--- src/rtl/hazard_stall_unit_if.sv ---
// Pipeline-side bundle for the hazard/stall controller.
// The slave modport is the controller; master is the pipeline.
interface hazard_stall_unit_if #(
    parameter int REG_W = 5,
    parameter int CNT_W = 16
);
    logic [REG_W-1:0] d_rs;
    logic [REG_W-1:0] d_rt;
    logic             d_use_rs;
    logic             d_use_rt;
    logic             d_is_branch;
    logic             d_is_md;
    logic [REG_W-1:0] e_wa;
    logic             e_wen;
    logic             e_is_load;
    logic             e_md_start;
    logic             e_md_div;
    logic [REG_W-1:0] m_wa;
    logic             m_wen;
    logic             m_is_load;
    logic             pc_en;
    logic             d_en;
    logic             e_clr;
    logic             stall;
    logic [1:0]       stall_cause;
    logic             md_busy;
    logic [CNT_W-1:0] stall_cnt;

    modport master (
        output d_rs, d_rt, d_use_rs, d_use_rt, d_is_branch, d_is_md,
        output e_wa, e_wen, e_is_load, e_md_start, e_md_div,
        output m_wa, m_wen, m_is_load,
        input  pc_en, d_en, e_clr, stall, stall_cause, md_busy, stall_cnt
    );

    modport slave (
        input  d_rs, d_rt, d_use_rs, d_use_rt, d_is_branch, d_is_md,
        input  e_wa, e_wen, e_is_load, e_md_start, e_md_div,
        input  m_wa, m_wen, m_is_load,
        output pc_en, d_en, e_clr, stall, stall_cause, md_busy, stall_cnt
    );
endinterface

--- src/rtl/hazard_stall_unit.sv ---
// Load-use / branch-in-D / mult-div stall controller with HI/LO
// occupancy counter and saturating stall performance counter.
module hazard_stall_unit #(
    parameter int REG_W       = 5,
    parameter int MULT_LAT    = 5,
    parameter int DIV_LAT     = 10,
    parameter int LAT_W       = 4,
    parameter int CNT_W       = 16,
    parameter int BRANCH_IN_D = 1
) (
    input  logic             clk,
    input  logic             reset_n,
    hazard_stall_unit_if.slave hz
);
    typedef enum logic {IDLE, BUSY} state_t;

    state_t           state, state_n;
    logic [LAT_W-1:0] cnt, cnt_n;
    logic [CNT_W-1:0] scnt;
    logic             e_hit, m_hit;
    logic             load_haz, br_haz, md_haz;
    logic             stall, md_busy;
    logic [1:0]       cause;

    always_comb begin
        e_hit = (hz.d_use_rs && (hz.d_rs == hz.e_wa)) ||
                (hz.d_use_rt && (hz.d_rt == hz.e_wa));
        m_hit = (hz.d_use_rs && (hz.d_rs == hz.m_wa)) ||
                (hz.d_use_rt && (hz.d_rt == hz.m_wa));
    end

    assign load_haz = hz.e_is_load && hz.e_wen &&
                      (hz.e_wa != '0) && e_hit;

    generate
        if (BRANCH_IN_D != 0) begin : g_br
            assign br_haz = hz.d_is_branch && (
                (hz.e_wen && !hz.e_is_load && (hz.e_wa != '0) && e_hit) ||
                (hz.m_wen && hz.m_is_load && (hz.m_wa != '0) && m_hit));
        end else begin : g_no_br
            assign br_haz = 1'b0;
        end
    endgenerate

    assign md_busy = (cnt != '0);
    assign md_haz  = hz.d_is_md && (md_busy || hz.e_md_start);
    assign stall   = load_haz || br_haz || md_haz;

    // Load-use wins over branch, branch over mult/div.
    always_comb begin
        cause = 2'b00;
        if (load_haz)    cause = 2'b01;
        else if (br_haz) cause = 2'b10;
        else if (md_haz) cause = 2'b11;
    end

    always_comb begin
        state_n = state;
        cnt_n   = cnt;
        unique case (state)
            IDLE: begin
                if (hz.e_md_start) begin
                    cnt_n   = hz.e_md_div ? LAT_W'(DIV_LAT) : LAT_W'(MULT_LAT);
                    state_n = BUSY;
                end
            end
            BUSY: begin
                cnt_n = cnt - 1'b1;
                if (cnt == LAT_W'(1)) state_n = IDLE;
            end
            default: begin
                cnt_n   = '0;
                state_n = IDLE;
            end
        endcase
    end

    always_ff @(posedge clk or negedge reset_n) begin
        if (!reset_n) begin
            state <= IDLE;
            cnt   <= '0;
        end else begin
            state <= state_n;
            cnt   <= cnt_n;
        end
    end

    always_ff @(posedge clk or negedge reset_n) begin
        if (!reset_n) scnt <= '0;
        else if (stall && (scnt != {CNT_W{1'b1}})) scnt <= scnt + 1'b1;
    end

    assign hz.stall       = stall;
    assign hz.pc_en       = !stall;
    assign hz.d_en        = !stall;
    assign hz.e_clr       = stall;
    assign hz.stall_cause = cause;
    assign hz.md_busy     = md_busy;
    assign hz.stall_cnt   = scnt;
endmodule
--- src/flat_wrapper.sv ---
// flat-port wrapper written by rule: the top's interface ports become plain ports
module hazard_stall_unit_flat 
#(
    parameter int REG_W       = 5,
    parameter int MULT_LAT    = 5,
    parameter int DIV_LAT     = 10,
    parameter int LAT_W       = 4,
    parameter int CNT_W       = 16,
    parameter int BRANCH_IN_D = 1
)
  (clk, reset_n, hz_d_rs, hz_d_rt, hz_d_use_rs, hz_d_use_rt, hz_d_is_branch, hz_d_is_md, hz_e_wa, hz_e_wen, hz_e_is_load, hz_e_md_start, hz_e_md_div, hz_m_wa, hz_m_wen, hz_m_is_load, hz_pc_en, hz_d_en, hz_e_clr, hz_stall, hz_stall_cause, hz_md_busy, hz_stall_cnt);
  hazard_stall_unit_if #(.REG_W(REG_W), .CNT_W(CNT_W)) hz_i ();
  input  logic clk;
  input  logic reset_n;
  input wire logic [$bits(hz_i.d_rs)-1:0] hz_d_rs;
  input wire logic [$bits(hz_i.d_rt)-1:0] hz_d_rt;
  input wire logic [$bits(hz_i.d_use_rs)-1:0] hz_d_use_rs;
  input wire logic [$bits(hz_i.d_use_rt)-1:0] hz_d_use_rt;
  input wire logic [$bits(hz_i.d_is_branch)-1:0] hz_d_is_branch;
  input wire logic [$bits(hz_i.d_is_md)-1:0] hz_d_is_md;
  input wire logic [$bits(hz_i.e_wa)-1:0] hz_e_wa;
  input wire logic [$bits(hz_i.e_wen)-1:0] hz_e_wen;
  input wire logic [$bits(hz_i.e_is_load)-1:0] hz_e_is_load;
  input wire logic [$bits(hz_i.e_md_start)-1:0] hz_e_md_start;
  input wire logic [$bits(hz_i.e_md_div)-1:0] hz_e_md_div;
  input wire logic [$bits(hz_i.m_wa)-1:0] hz_m_wa;
  input wire logic [$bits(hz_i.m_wen)-1:0] hz_m_wen;
  input wire logic [$bits(hz_i.m_is_load)-1:0] hz_m_is_load;
  output wire logic [$bits(hz_i.pc_en)-1:0] hz_pc_en;
  output wire logic [$bits(hz_i.d_en)-1:0] hz_d_en;
  output wire logic [$bits(hz_i.e_clr)-1:0] hz_e_clr;
  output wire logic [$bits(hz_i.stall)-1:0] hz_stall;
  output wire logic [$bits(hz_i.stall_cause)-1:0] hz_stall_cause;
  output wire logic [$bits(hz_i.md_busy)-1:0] hz_md_busy;
  output wire logic [$bits(hz_i.stall_cnt)-1:0] hz_stall_cnt;
  assign hz_i.d_rs = hz_d_rs;
  assign hz_i.d_rt = hz_d_rt;
  assign hz_i.d_use_rs = hz_d_use_rs;
  assign hz_i.d_use_rt = hz_d_use_rt;
  assign hz_i.d_is_branch = hz_d_is_branch;
  assign hz_i.d_is_md = hz_d_is_md;
  assign hz_i.e_wa = hz_e_wa;
  assign hz_i.e_wen = hz_e_wen;
  assign hz_i.e_is_load = hz_e_is_load;
  assign hz_i.e_md_start = hz_e_md_start;
  assign hz_i.e_md_div = hz_e_md_div;
  assign hz_i.m_wa = hz_m_wa;
  assign hz_i.m_wen = hz_m_wen;
  assign hz_i.m_is_load = hz_m_is_load;
  assign hz_pc_en = hz_i.pc_en;
  assign hz_d_en = hz_i.d_en;
  assign hz_e_clr = hz_i.e_clr;
  assign hz_stall = hz_i.stall;
  assign hz_stall_cause = hz_i.stall_cause;
  assign hz_md_busy = hz_i.md_busy;
  assign hz_stall_cnt = hz_i.stall_cnt;
  hazard_stall_unit #(.REG_W(REG_W), .MULT_LAT(MULT_LAT), .DIV_LAT(DIV_LAT), .LAT_W(LAT_W), .CNT_W(CNT_W), .BRANCH_IN_D(BRANCH_IN_D)) u_core (.clk(clk), .reset_n(reset_n), .hz(hz_i));
endmodule
--- config.mk ---
export PLATFORM = sky130hd
export DESIGN_NAME = hazard_stall_unit_flat
export DESIGN_NICKNAME = d
export VERILOG_FILES = /design/src/rtl/hazard_stall_unit_if.sv /design/src/rtl/hazard_stall_unit.sv /design/src/flat_wrapper.sv
export SDC_FILE = /design/constraint.sdc
export NUM_CORES = 1
export LEC_CHECK = 0
export CORE_AREA = 4 4 62 64
export CTS_CLUSTER_SIZE = 16
export DETAILED_ROUTE_END_ITERATION = 7
export DIE_AREA = 0 0 66 68
export GPL_TIMING_DRIVEN = 0
export MAX_ROUTING_LAYER = met4
export PLACE_DENSITY = 0.82
export SETUP_SLACK_MARGIN = 0.15
export SLEW_MARGIN = 5
export SYNTH_ARGS = -nofsm -noshare
export SYNTH_HDL_FRONTEND = slang
export SYNTH_SLANG_ARGS = --single-unit
--- constraint.sdc ---
create_clock -name clk -period 6 [get_ports clk]
set_input_delay 0.9 -clock clk [delete_from_list [all_inputs] [get_ports clk]]
set_output_delay 0.9 -clock clk [all_outputs]
set_load 0.01 [all_outputs]
---- Word-level counts from Yosys, hierarchy flattened ----
Cells that the tools add are included.
storage, ports and cells
  flip-flop bits (word level) ............. 21
  bits of input ports ..................... 32
  output and inout bits ................... 23
  word-level logic and storage cells ...... 49
cells by class
  add/subtract/negate cells ............... 2
  eq/ne operators ......................... 7
  muxes and demuxes ....................... 9
  bitwise gates (word level) .............. 1
  reductions and logical operators ........ 27
operators by type and width
  kind                     count
  $eq A5 B5 Y1             4
  $add A16 B1 Y16 const B  1
  $logic_and A1 B1 Y1      16
  $ne A16 B16 Y1 const B   1
  $reduce_bool A5 Y1       2
  $mux W4                  2
  $pmux W4 S2              1
  $logic_or A1 B1 Y1       6
  $mux W2                  3
  $eq A4 B1 Y1 const B     1
  $reduce_bool A4 Y1       1
  $sub A4 B1 Y4 const B    1
  $logic_not A1 Y1         2
  $mux W1                  2
  $ne A2 B2 Y1 const B     1
  $pmux W1 S2              1
  $not A1 Y1               1

---- Depth between registers and ports, before layout ----
  depth after elaboration ................. 9
  gate-level depth with buffers ........... 9
  gate-level depth less buffers ........... 7

---- Worst setup path after synthesis ----
Ideal clock, no wire load.
  path kind ............................... in2out
  start point ............................. input port hz_e_wa[1]
  end point ............................... output port hz_stall
  data arrival time ....................... 2.318 ns
  required time ........................... 5.100 ns
  slack ................................... 2.782 ns
  stages .................................. 8
  buffers on the path ..................... 2
  path through ............................ or4_1 -> o21ai_2 -> nor2_1 -> nand2_4 -> buf_8 -> and2_1 -> inv_1 -> buf_4
between the ends
  word-level cells in the longest chain between the ends .. 8
  elaborated cells on any way between the ends .. 14
  classes of those cells .................. eq/ne (2); reduce/logical (12)
ends and longest elaborated chain
  item                                    line                                              text
  start: declaration                      flat_wrapper.sv:21                                input wire logic [$bits(hz_i.e_wa)-1:0] hz_e_wa;
  $eq A5 B5 Y1 (on tied branches)         hazard_stall_unit.sv:26, hazard_stall_unit.sv:27
  $logic_and A1 B1 Y1 (on tied branches)  hazard_stall_unit.sv:26, hazard_stall_unit.sv:27
  $logic_or A1 B1 Y1                      hazard_stall_unit.sv:26                           e_hit = (hz.d_use_rs && (hz.d_rs == hz.e_wa)) ||
  $logic_and A1 B1 Y1                     hazard_stall_unit.sv:38                           (hz.e_wen && !hz.e_is_load && (hz.e_wa != '0) && e_hit) ||
  $logic_or A1 B1 Y1                      hazard_stall_unit.sv:38
  $logic_and A1 B1 Y1                     hazard_stall_unit.sv:37                           assign br_haz = hz.d_is_branch && (
  $logic_or A1 B1 Y1 * (2 in a row)       hazard_stall_unit.sv:47                           assign stall = load_haz || br_haz || md_haz;
  end: declaration                        flat_wrapper.sv:32                                output wire logic [$bits(hz_i.stall)-1:0] hz_stall;
Every way passes the cells marked *; elsewhere a longest branch is shown, timed or not.

---- Worst setup path in the final report ----
  start point ............................. input port hz_m_wa[1]
  end point ............................... output port hz_stall
between the ends
  word-level cells in the longest chain between the ends .. 8
  elaborated cells on any way between the ends .. 12
  classes of those cells .................. eq/ne (2); reduce/logical (10)
ends and longest elaborated chain
  item                                    line                                              text
  start: declaration                      flat_wrapper.sv:26                                input wire logic [$bits(hz_i.m_wa)-1:0] hz_m_wa;
  $eq A5 B5 Y1 (on tied branches)         hazard_stall_unit.sv:28, hazard_stall_unit.sv:29
  $logic_and A1 B1 Y1 (on tied branches)  hazard_stall_unit.sv:28, hazard_stall_unit.sv:29
  $logic_or A1 B1 Y1                      hazard_stall_unit.sv:28                           m_hit = (hz.d_use_rs && (hz.d_rs == hz.m_wa)) ||
  $logic_and A1 B1 Y1 *                   hazard_stall_unit.sv:39                           (hz.m_wen && hz.m_is_load && (hz.m_wa != '0) && m_hit));
  $logic_or A1 B1 Y1 *                    hazard_stall_unit.sv:38
  $logic_and A1 B1 Y1 *                   hazard_stall_unit.sv:37
  $logic_or A1 B1 Y1 * (2 in a row)       hazard_stall_unit.sv:47
Marks and branches as above.

==> impl_metrics.toml <==
[critical_path]
critPathLaunchType = "input port"
cp.arrival_ns = 3.27
cp-end-kind = "output pin"
cp_max_fo = 10
cp.required_ns = 5.10
critical_path_class = "input port to output pin"

[floorplanning]
fp.dieW_um = 66
start_util_pct = 46.9
die_y_um = 68
num_rows = 21
core_area_mm2 = 0.00328
io_pins = 55
die_area_mm2 = 0.00449

[synthesis]
async_flop_share_pct = 100
synth_area_per_cell_um2 = 9.57
netlist_area_mm2 = 0.00154
seq_area_frac_synth_pct = 34.1
ys_types = 42
syn_inst = 161
synth_nets = 197
ys_warn_count = 0
ys_ff_latch = 21
synth-edff-count = 0
ys.flop_type = "dfrtp_1"

[grt]
grt_util_all_layers_pct = 18.0
grt_max_degree = 22
antenna_found_initial = 0
grt_pass1_vias = 1395
grt.overflow.total = 0
grt_pass1_wl_um = 6100

[sta]
fin_skew_ns = 0.00756
period_minus_slack_ns = 4.17
period_share_pct = 69.4
setup_viol = 0
clock.fmax_mhz = 240
fin_setup_tns_ns = 0
finalHoldViolCount = 0
slew_headroom_pct = 36.8
worst_pin_slew_ns = 0.944
rsz0062_at_grt = "no"
slew_viol_final = 0

[layout]
area_growth_pct = 40.6
finalInstanceArea_mm2 = 0.00217
final_cell_mix = "54 x clkdlybuf4s50_1, 21 x xnor2_1, 21 x dfrtp_1, 14 x nand2_1, 11 x xor2_1"
stdcell_count = 265
final_net_count = 256
layout-drive-gt1-share_pct = 11.9
layout_commonest_cell = "clkdlybuf4s50_1"
fillers = 277
diodes = 0

[route]
drt-vias-per-instance = 5.24
vias = 1389
wl_per_cell_um = 14.3
drc = 0
drtIter0Drc = 65
drtPass1Iterations = 4
drt_wl_total_um = 3800
drtAntennaViolNets = 0

[power]
p_leak_nw = 0.880
comb_power_share_pct = 47.3
seqPwrFrac_pct = 41.1
power.internal_mw = 0.366
total_power_mw = 0.585
clock_power_share_pct = 11.6
p_switching_mw = 0.219
swShare_pct = 37.4
max-vdd-ir-drop_mv = 0.200
p_per_area_mw_per_mm2 = 270

[cts]
cts_setup_buffers = 0
cts.path.max_buffers = 2
clk_pin_slew_ns = 0.12
hold_buffers = 0
clock_sinks = 21
cts_made_buffers = 3
clk-insertion-delay-late_ns = 0.31
h-tree-depth = 1
cts_tree = "yes"
clockRootBuffer = "clkbuf_4"
post_cts_resized = 0

[place]
placed_cell_area_mm2 = 0.00214
dp_hpwl_um = 3020
gp_congestion = 0.822
dp_cells = 261
port_buffers = 54

[outcome]
status = "completed"

[worst_hold_path]
worstHoldPathType = "flip-flop to flip-flop"

[job]
maxCapViolCount = 0
==> path summary, 6_finish.rpt <==
| path | from | end | slack, ns | cells past startpoint |
|---|---|---|---|---|
| worst max-delay path | hz_m_wa[1] | hz_stall | 1.83 | 10 |
| worst min-delay path | u_core.hz.stall_cnt[9]$_DFFE_PN0P_ | u_core.hz.stall_cnt[9]$_DFFE_PN0P_ | 0.50 | 1 |
| worst max register to register | u_core.cnt[0]$_DFFE_PN0P_ | u_core.hz.stall_cnt[11]$_DFFE_PN0P_ | 3.97 | 8 |
| worst min register to register | u_core.hz.stall_cnt[9]$_DFFE_PN0P_ | u_core.hz.stall_cnt[9]$_DFFE_PN0P_ | 0.50 | 1 |
| max in group asynchronous | reset_n | u_core.cnt[1]$_DFFE_PN0P_ | 4.31 | 1 |
| min in group asynchronous | reset_n | u_core.hz.stall_cnt[13]$_DFFE_PN0P_ | 1.10 | 1 |
==> state kept, by name, indices dropped and copies added, names as in the netlist <==
name,count
u_core.state,1
u_core.hz.stall_cnt,16
u_core.cnt,4
==> metal layers <==
layer / track usage (%) / share of wire (%) / routed length [um]
met1: 22.3 / 46 / 1750
met4: 7.11 / 2.3 / 87
met2: 29.0 / 44 / 1660
met5: - / 0 / 0
met3: 3.61 / 7.7 / 293
==> critical path: stages <==
cell and delay [ns]:
clkdlybuf4s50_1 0.54, xnor2_1 0.16, nand4_1 0.15, o22ai_2 0.27, a21boi_4 0.14, buf_2 0.21
and2_1 0.20, inv_1 0.07, buf_4 0.10, clkdlybuf4s50_1 0.52
==> cell type report <==
class,count,area (um^2),area share (%)
Buffer,6,50.0,2.31
Clock buffer,3,22.5,1.04
Clock inverter,1,5.00,0.231
Inverter,7,26.3,1.21
Multi-Input combinational cell,127,938,43.3
Sequential cell,21,526,24.3
Tap cell,46,57.6,2.66
Timing Repair Buffer,54,541,25.0
==> metrics by stage <==
| stage | util [%] | hold WS [ns] | setup WS, ns |
|---|---|---|---|
| after floorplan | - | 0.486 | 2.78 |
| after global placement | 65.1 | 0.473 | 1.84 |
| after detailed placement | 65.1 | 0.475 | 1.82 |
| after CTS | 65.9 | 0.497 | 1.81 |
| after global routing | 65.9 | 0.526 | 1.71 |
| final | 65.9 | 0.498 | 1.83 |
==> kinds of logic after synthesis <==
| group | synth area share (%) |
|---|---|
| AO/OA/AOI/OAI | 18.0 |
| XOR/XNOR | 18.2 |
| adder cells (fa/ha/maj) | 3.25 |
| buffers and inverters | 4.95 |
| flip-flops | 34.1 |
| multiplexers | 3.17 |
| AND/OR/NAND/NOR | 18.4 |
==> synth_stat cells, drive strengths merged (2+ instances only) <==
library cell  instances  area, um^2
or2                   2        12.5
a21oi                10        53.8
o22ai                 2        25.0
a31oi                 2        12.5
xor2                 11        96.3
buf                   5        46.3
inv                   7        26.3
o21ai                 3        18.8
nor3                  3        26.3
nand2                15        63.8
a2111oi               3        45.0
nand2b                2        12.5
xnor2                21         184
nor2                  9        33.8
dfrtp                21         526
nand3                 8        40.0
mux2                  4        48.8
nand4                 8        50.1
a211oi                8        60.1
ha                    4        50.1
==> power groups by stage <==
stage / registers (mW) / logic (mW) / clock network (mW)
4_1_cts: 0.240 / 0.280 / 0.0709
3_3_place_gp: 0.240 / 0.273 / 0
5_1_grt: 0.248 / 0.310 / 0.0765
2_1_floorplan: 0.246 / 0.141 / 0
3_5_place_dp: 0.242 / 0.278 / 0
6_report: 0.241 / 0.277 / 0.0678
(Power assumes the default switching activity.)
